===== config.mk =====
export PLATFORM = sky130hd
export DESIGN_NAME = reg_file_flat
export DESIGN_NICKNAME = d
export VERILOG_FILES = /design/src/rtl/reg_file_pkg.sv /design/src/rtl/reg_file_if.sv /design/src/rtl/reg_file_read_port.sv /design/src/rtl/reg_file.sv /design/src/flat_wrapper.sv
export SDC_FILE = /design/constraint.sdc
export NUM_CORES = 2
export LEC_CHECK = 0
export ABC_CLOCK_PERIOD_IN_PS = 7100
export BUFFER_PORTS_ARGS = -buffer_cell sky130_fd_sc_hd__buf_4
export CORE_MARGIN = 10
export CORE_UTILIZATION = 30
export DETAILED_ROUTE_END_ITERATION = 16
export GPL_TIMING_DRIVEN = 0
export HOLD_SLACK_MARGIN = 0.1
export SLEW_MARGIN = 10
export SYNTH_ARGS = -nofsm -noshare
export SYNTH_HDL_FRONTEND = slang
export SYNTH_SLANG_ARGS = --single-unit

===== constraint.sdc =====
create_clock -name clk_in -period 7.1 [get_ports clk_in]
set_input_delay 1.42 -clock clk_in [delete_from_list [all_inputs] [get_ports clk_in]]
set_output_delay 1.42 -clock clk_in [all_outputs]
set_load 0.02 [all_outputs]

===== src/rtl/reg_file_pkg.sv =====
// Shared widths, index/tag types and the x0 constant for the architectural
// register file and its read ports.
package reg_file_pkg;

  localparam int ROB_WIDTH = 4;
  localparam int REG_COUNT = 32;
  localparam int REG_IDX_W = 5;
  localparam int XLEN      = 32;

  typedef logic [REG_IDX_W-1:0] reg_idx_t;
  typedef logic [ROB_WIDTH-1:0] rob_tag_t;
  typedef logic [XLEN-1:0]      word_t;

  localparam reg_idx_t REG_ZERO = 5'd0;

  // Commits and renames aimed at x0 never touch state.
  function automatic logic is_writable(input reg_idx_t rd);
    return rd != REG_ZERO;
  endfunction

endpackage


===== src/rtl/reg_file_if.sv =====
// Decoder/ROB-facing bundle of the register file: commit, rename, flush and
// the two operand read ports.
interface reg_file_if
  import reg_file_pkg::*;
();

  logic     clear;

  logic     from_rob;
  reg_idx_t from_rob_rd;
  rob_tag_t from_rob_tag;
  word_t    from_rob_wdata;

  logic     from_decoder;
  reg_idx_t from_decoder_rd;
  rob_tag_t from_decoder_tag;
  reg_idx_t from_decoder_rs1;
  reg_idx_t from_decoder_rs2;

  logic     to_decoder_rs1_busy;
  logic     to_decoder_rs2_busy;
  rob_tag_t to_decoder_rs1_tag;
  rob_tag_t to_decoder_rs2_tag;
  word_t    to_decoder_rs1_val;
  word_t    to_decoder_rs2_val;

  modport master (
    output clear,
    output from_rob, from_rob_rd, from_rob_tag, from_rob_wdata,
    output from_decoder, from_decoder_rd, from_decoder_tag,
    output from_decoder_rs1, from_decoder_rs2,
    input  to_decoder_rs1_busy, to_decoder_rs2_busy,
    input  to_decoder_rs1_tag, to_decoder_rs2_tag,
    input  to_decoder_rs1_val, to_decoder_rs2_val
  );

  modport slave (
    input  clear,
    input  from_rob, from_rob_rd, from_rob_tag, from_rob_wdata,
    input  from_decoder, from_decoder_rd, from_decoder_tag,
    input  from_decoder_rs1, from_decoder_rs2,
    output to_decoder_rs1_busy, to_decoder_rs2_busy,
    output to_decoder_rs1_tag, to_decoder_rs2_tag,
    output to_decoder_rs1_val, to_decoder_rs2_val
  );

endinterface


===== src/rtl/reg_file_read_port.sv =====
// One combinational operand lookup: state read, x0 forcing and bypass of a
// same-cycle commit from the current producer.
module reg_file_read_port
  import reg_file_pkg::*;
(
  input  reg_idx_t                          rs,
  input  logic [REG_COUNT-1:0]              busy,
  input  logic [REG_COUNT-1:0][ROB_WIDTH-1:0] tags,
  input  logic [REG_COUNT-1:0][XLEN-1:0]    vals,
  input  logic                              commit_valid,
  input  reg_idx_t                          commit_rd,
  input  rob_tag_t                          commit_tag,
  input  word_t                             commit_wdata,
  output logic                              rs_busy,
  output rob_tag_t                          rs_tag,
  output word_t                             rs_val
);

  logic commit_hits;

  assign commit_hits = commit_valid && (commit_rd == rs) && busy[rs] &&
                       (tags[rs] == commit_tag);

  // Only the producer named by the tag may resolve the operand early; a
  // commit from an older producer leaves the younger rename visible.
  always_comb begin
    rs_busy = busy[rs];
    rs_tag  = tags[rs];
    rs_val  = vals[rs];
    if (rs == REG_ZERO) begin
      rs_busy = 1'b0;
      rs_tag  = '0;
      rs_val  = '0;
    end else if (commit_hits) begin
      rs_busy = 1'b0;
      rs_val  = commit_wdata;
    end
  end

endmodule


===== src/rtl/reg_file.sv =====
// Committed integer register file with per-register busy bit and youngest
// producer tag; retires ROB results, renames decoder destinations, flushes.
module reg_file
  import reg_file_pkg::*;
(
  input  logic      clk_in,
  input  logic      rst_in,
  input  logic      rdy_in,
  reg_file_if.slave rf
);

  logic [REG_COUNT-1:0][XLEN-1:0]      val_q, val_d;
  logic [REG_COUNT-1:0]                busy_q, busy_d;
  logic [REG_COUNT-1:0][ROB_WIDTH-1:0] tag_q, tag_d;

  logic commit_en;
  logic rename_en;

  assign commit_en = rf.from_rob && is_writable(rf.from_rob_rd);
  assign rename_en = rf.from_decoder && is_writable(rf.from_decoder_rd);

  // Rename is applied after commit so it wins on a shared rd; clear
  // overrides every busy bit and swallows the rename, but not the value.
  always_comb begin
    val_d  = val_q;
    busy_d = busy_q;
    tag_d  = tag_q;
    if (rdy_in) begin
      if (commit_en) begin
        val_d[rf.from_rob_rd] = rf.from_rob_wdata;
        if (busy_q[rf.from_rob_rd] && (tag_q[rf.from_rob_rd] == rf.from_rob_tag)) begin
          busy_d[rf.from_rob_rd] = 1'b0;
        end
      end
      if (rf.clear) begin
        busy_d = '0;
      end else if (rename_en) begin
        busy_d[rf.from_decoder_rd] = 1'b1;
        tag_d[rf.from_decoder_rd]  = rf.from_decoder_tag;
      end
    end
  end

  always_ff @(posedge clk_in) begin
    if (rst_in) begin
      val_q  <= '0;
      busy_q <= '0;
      tag_q  <= '0;
    end else begin
      val_q  <= val_d;
      busy_q <= busy_d;
      tag_q  <= tag_d;
    end
  end

  reg_file_read_port u_rs1 (
    .rs           (rf.from_decoder_rs1),
    .busy         (busy_q),
    .tags         (tag_q),
    .vals         (val_q),
    .commit_valid (rf.from_rob),
    .commit_rd    (rf.from_rob_rd),
    .commit_tag   (rf.from_rob_tag),
    .commit_wdata (rf.from_rob_wdata),
    .rs_busy      (rf.to_decoder_rs1_busy),
    .rs_tag       (rf.to_decoder_rs1_tag),
    .rs_val       (rf.to_decoder_rs1_val)
  );

  reg_file_read_port u_rs2 (
    .rs           (rf.from_decoder_rs2),
    .busy         (busy_q),
    .tags         (tag_q),
    .vals         (val_q),
    .commit_valid (rf.from_rob),
    .commit_rd    (rf.from_rob_rd),
    .commit_tag   (rf.from_rob_tag),
    .commit_wdata (rf.from_rob_wdata),
    .rs_busy      (rf.to_decoder_rs2_busy),
    .rs_tag       (rf.to_decoder_rs2_tag),
    .rs_val       (rf.to_decoder_rs2_val)
  );

endmodule


===== src/flat_wrapper.sv =====
// flat-port wrapper written by rule: the top's interface ports become plain ports
module reg_file_flat import reg_file_pkg::*;
  (clk_in, rst_in, rdy_in, rf_clear, rf_from_rob, rf_from_rob_rd, rf_from_rob_tag, rf_from_rob_wdata, rf_from_decoder, rf_from_decoder_rd, rf_from_decoder_tag, rf_from_decoder_rs1, rf_from_decoder_rs2, rf_to_decoder_rs1_busy, rf_to_decoder_rs2_busy, rf_to_decoder_rs1_tag, rf_to_decoder_rs2_tag, rf_to_decoder_rs1_val, rf_to_decoder_rs2_val);
  reg_file_if rf_i ();
  input  logic clk_in;
  input  logic rst_in;
  input  logic rdy_in;
  input wire logic [$bits(rf_i.clear)-1:0] rf_clear;
  input wire logic [$bits(rf_i.from_rob)-1:0] rf_from_rob;
  input wire logic [$bits(rf_i.from_rob_rd)-1:0] rf_from_rob_rd;
  input wire logic [$bits(rf_i.from_rob_tag)-1:0] rf_from_rob_tag;
  input wire logic [$bits(rf_i.from_rob_wdata)-1:0] rf_from_rob_wdata;
  input wire logic [$bits(rf_i.from_decoder)-1:0] rf_from_decoder;
  input wire logic [$bits(rf_i.from_decoder_rd)-1:0] rf_from_decoder_rd;
  input wire logic [$bits(rf_i.from_decoder_tag)-1:0] rf_from_decoder_tag;
  input wire logic [$bits(rf_i.from_decoder_rs1)-1:0] rf_from_decoder_rs1;
  input wire logic [$bits(rf_i.from_decoder_rs2)-1:0] rf_from_decoder_rs2;
  output wire logic [$bits(rf_i.to_decoder_rs1_busy)-1:0] rf_to_decoder_rs1_busy;
  output wire logic [$bits(rf_i.to_decoder_rs2_busy)-1:0] rf_to_decoder_rs2_busy;
  output wire logic [$bits(rf_i.to_decoder_rs1_tag)-1:0] rf_to_decoder_rs1_tag;
  output wire logic [$bits(rf_i.to_decoder_rs2_tag)-1:0] rf_to_decoder_rs2_tag;
  output wire logic [$bits(rf_i.to_decoder_rs1_val)-1:0] rf_to_decoder_rs1_val;
  output wire logic [$bits(rf_i.to_decoder_rs2_val)-1:0] rf_to_decoder_rs2_val;
  assign rf_i.clear = rf_clear;
  assign rf_i.from_rob = rf_from_rob;
  assign rf_i.from_rob_rd = rf_from_rob_rd;
  assign rf_i.from_rob_tag = rf_from_rob_tag;
  assign rf_i.from_rob_wdata = rf_from_rob_wdata;
  assign rf_i.from_decoder = rf_from_decoder;
  assign rf_i.from_decoder_rd = rf_from_decoder_rd;
  assign rf_i.from_decoder_tag = rf_from_decoder_tag;
  assign rf_i.from_decoder_rs1 = rf_from_decoder_rs1;
  assign rf_i.from_decoder_rs2 = rf_from_decoder_rs2;
  assign rf_to_decoder_rs1_busy = rf_i.to_decoder_rs1_busy;
  assign rf_to_decoder_rs2_busy = rf_i.to_decoder_rs2_busy;
  assign rf_to_decoder_rs1_tag = rf_i.to_decoder_rs1_tag;
  assign rf_to_decoder_rs2_tag = rf_i.to_decoder_rs2_tag;
  assign rf_to_decoder_rs1_val = rf_i.to_decoder_rs1_val;
  assign rf_to_decoder_rs2_val = rf_i.to_decoder_rs2_val;
  reg_file u_core (.clk_in(clk_in), .rst_in(rst_in), .rdy_in(rdy_in), .rf(rf_i));
endmodule

==> results.sh <==
export IMPL_wirelength_mm=254
export IMPL_drive_gt1_share_pct=18.3
export IMPL_r2r_cells=8
export IMPL_clock_sinks=1184
export IMPL_core_mm2=0.207
export IMPL_antenna_found_initial=19
export IMPL_slew_headroom_pct=-3.62
export IMPL_timing_final_crit_share_pct=102
export IMPL_synth_seq_cells=1184
export IMPL_synth_net_count=6735
export IMPL_path_cells="clkbuf_1, clkbuf_1, mux4_2, o21ai_0, a21oi_1, nor3_1, nand2_1, nand4b_4, buf_2, mux2i_1, buf_4"
export IMPL_pwr_density_cell_mw_per_mm2=211
export IMPL_area_delta_synth_final_pct=14.2
export IMPL_dpl_cell_area_mm2=0.0669
export IMPL_stdcell_count=9786
export IMPL_clockBufferDepth=3
export IMPL_post_drt_wl_per_cell_um=26.0
export IMPL_max_stage_delay_ns=0.69
export IMPL_drt_iter0_markers=6724
export IMPL_peakVddDrop_uv=197
export IMPL_die_area_mm2=0.227
export IMPL_synth_top_family_by_area="multiplexers"
export IMPL_ys_warn_count=0
export IMPL_viasPerCell=5.62
export IMPL_num_vias=55000
export IMPL_firstDrtPassIters=6
export IMPL_yosys_area_share_simple_pct=16.8
export IMPL_crit_required_ns=5.68
export IMPL_worst_pin_slew_ns=1.55
export IMPL_ys_types=55
export IMPL_path_class="input port to output pin"
export IMPL_ys_flop_type="dfxtp_1"
export IMPL_ios=140
export IMPL_async_reset_ff_share_pct=0
export IMPL_slew_violations=9
export IMPL_final_util_pct=34.5
export IMPL_finClkSkew_ns=0.0338
export IMPL_netlist_instances=6669
export IMPL_die_h_um=477
export IMPL_routabilityCongestion=0.996
export IMPL_die_w_um=477
export IMPL_synth_top_cell_area_share_pct=37.9
export IMPL_drv_cap=1
export IMPL_synth_seq_area_share_pct=37.9
export IMPL_synth_xor_area_share_pct=0.266
export IMPL_start_kind="input port"
export IMPL_grt_overflow=0
export IMPL_crit_family="buffers and inverters"
export IMPL_cp_num_buf_inv=4
export IMPL_leakage_nw=23.0
export IMPL_htreeDepth=3
export IMPL_nFillCells=21000
export IMPL_synth_compound_area_share_pct=10.0
export IMPL_status="finished, violations left"
export IMPL_synth_largest_area_cell="dfxtp_1"
export IMPL_placedCellCount=9553
export IMPL_cp_arrival_ns=5.80
export IMPL_grtUsageTotal_pct=21.3
export IMPL_violations="max-capacitance violations, max-slew violations, negative setup slack"
export IMPL_insertion_delay_ns=0.75
export IMPL_netlist_top_cells_area="dfxtp_1 (38%), mux4_2 (27%), nand2_1 (13%)"
export IMPL_whs_path_depth=2
export IMPL_grt_pass1_wl_mm=363
export IMPL_synth_area_mm2=0.0626
export IMPL_setup_viol_count_final=6
export IMPL_hold_viol=0
export IMPL_min_path_type="register to register"
export IMPL_synth_edf_count=0
export IMPL_clockRootBuffer="clkbuf_16"
export IMPL_hpwl_mm=201
export IMPL_grt_max_degree=18
export IMPL_holdBufCountCts=0
export IMPL_nets=6956
export IMPL_drc=0
export IMPL_synthAdderAreaFrac_pct=0
export IMPL_end_kind="output pin"
export IMPL_clkTransAtPathRegs_ns=0.06
export IMPL_cts_tree="yes"
export IMPL_muxShareOfSynthArea_pct=30.4
export IMPL_portBuffers=92
export IMPL_start_util_pct=30.2
export IMPL_max_freq_mhz=139
export IMPL_avgSynthCellArea_um2=9.39
export IMPL_period_minus_slack_ns=7.22
export IMPL_num_rows=167
export IMPL_slowest_stage="clkbuf_1"
export IMPL_setup_ws_ns=-0.116
export IMPL_grt_pass1_vias=53200
export IMPL_path_max_fanout=10
export IMPL_postRouteAntennaNets=0
export IMPL_cp_depth=11
export IMPL_crit_path_frequent_cell="clkbuf_1"
export IMPL_numCtsBuffers=120
export IMPL_stdcell_area_mm2=0.0715
[through the flow]
step / hold slack (ns) / power [mW] / worst slack, ns / TNS, ns
detailed placement: 0.456 / 8.13 / -0.848 / -26.21
floorplan: 0.427 / 7.60 / 1.55 / 0
global placement: 0.444 / 8.11 / -0.938 / -35.41
finish: 0.465 / 15.1 / -0.116 / -0.238
CTS: 0.466 / 15.1 / 0.0101 / 0
global route: 0.480 / 15.4 / -0.0749 / -0.104
[final cells by class]
| type | count | area, µm² | area share, % |
|---|---|---|---|
| Clock inverter | 54 | 867 | 1.21 |
| Inverter | 6 | 22.5 | 0.0315 |
| Buffer | 714 | 2980 | 4.17 |
| Timing Repair Buffer | 99 | 771 | 1.08 |
| Antenna cell | 10 | 25.0 | 0.0350 |
| Multi-Input combinational cell | 4765 | 36100 | 50.5 |
| Sequential cell | 1184 | 23700 | 33.2 |
| Tap cell | 2788 | 3490 | 4.88 |
| Clock buffer | 166 | 3490 | 4.88 |
[worst register-to-register path, delay by kind of cell (launching register included)]
family,cells,cell delay [ns]
mux,1,0.52
buf+inv,1,0.32
flops,1,0.35
compound gates,3,0.67
simple gates,2,0.81
xor+xnor,1,0.33
[routing by layer]
layer | up-vias | part of all wire, % | global-route usage [%]
li1 | 24000 | - | -
met1 | 27100 | 36 | 25.2
met2 | 3214 | 47 | 35.3
met3 | 709 | 9.7 | 4.08
met4 | 0 | 7.3 | 13.5
met5 | - | 0 | 0
[registers in the layout (all words and copies together), names as in the netlist]
name	count
u_core.tag_q	128
u_core.busy_q	32
u_core.val_q	1024
[placed cells by master, fill, tap and decap left out, types with 77 or more instances in the layout]
master,count
buf_4,107
clkbuf_16,122
a21oi_1,1031
mux4_2,750
dfxtp_1,1184
nor2_1,179
buf_2,77
nand2_1,2156
mux2i_1,179
clkbuf_1,545
[synth_stat cells (all sizes together), types with 2 or more instances]
master and number:
a21oi 1031, inv 6, a22o 2, nor2b 46, buf 134, mux2 3, o22ai 5, and3b 6
xnor2 9, o21a 8, nor3 6, or4 20, nand2 2156, nor2 179, a311oi 2, nand3b 10
nor4 16, and2 2, or2 40, a22oi 23, o211ai 64, clkbuf 580, a211oi 3, mux4 755
and3 6, nand4 11, nand3 47, nand2b 39, xor2 10, a31oi 6, a31o 19, mux2i 194
or3 14, nand4b 4, dfxtp 1184, nor3b 7, o21ai 16
[final timing paths]
path,to,startpoint,slack (ns)
setup reg to reg,u_core.busy_q[16],u_core.tag_q[77],4.00
setup / recovery,rf_to_decoder_rs1_val[22],rf_from_decoder_rs1[3],-0.12
hold reg to reg,u_core.val_q[771],u_core.val_q[771],0.46
hold / removal,u_core.val_q[771],u_core.val_q[771],0.46
[kinds of logic (layout without fill, tap and decap cells)]
kind of cell | count (synthesis) | count (layout)
simple gates | 2611 | 2611
xor+xnor | 19 | 19
other cells | 0 | 10
flops | 1184 | 1184
mux | 952 | 952
compound gates | 1183 | 1183
buf+inv | 720 | 1039
[report_power, final]
part           total (mW)  internal (mW)  switching (mW)
Clock                7.07           4.13            2.94
Combinational        1.34          0.382           0.955
Sequential           6.68           6.67          0.0196
[repair_timing]
| action | 4_1_cts | 5_1_grt |
|---|---|---|
| pin swaps | 1 | 0 |
| endpoints found under the setup margin | 65 | 26 |
| setup buffers | 2 | 0 |
| gates resized for setup | 45 | 32 |
No activity file was read; power rests on OpenSTA's default activity.
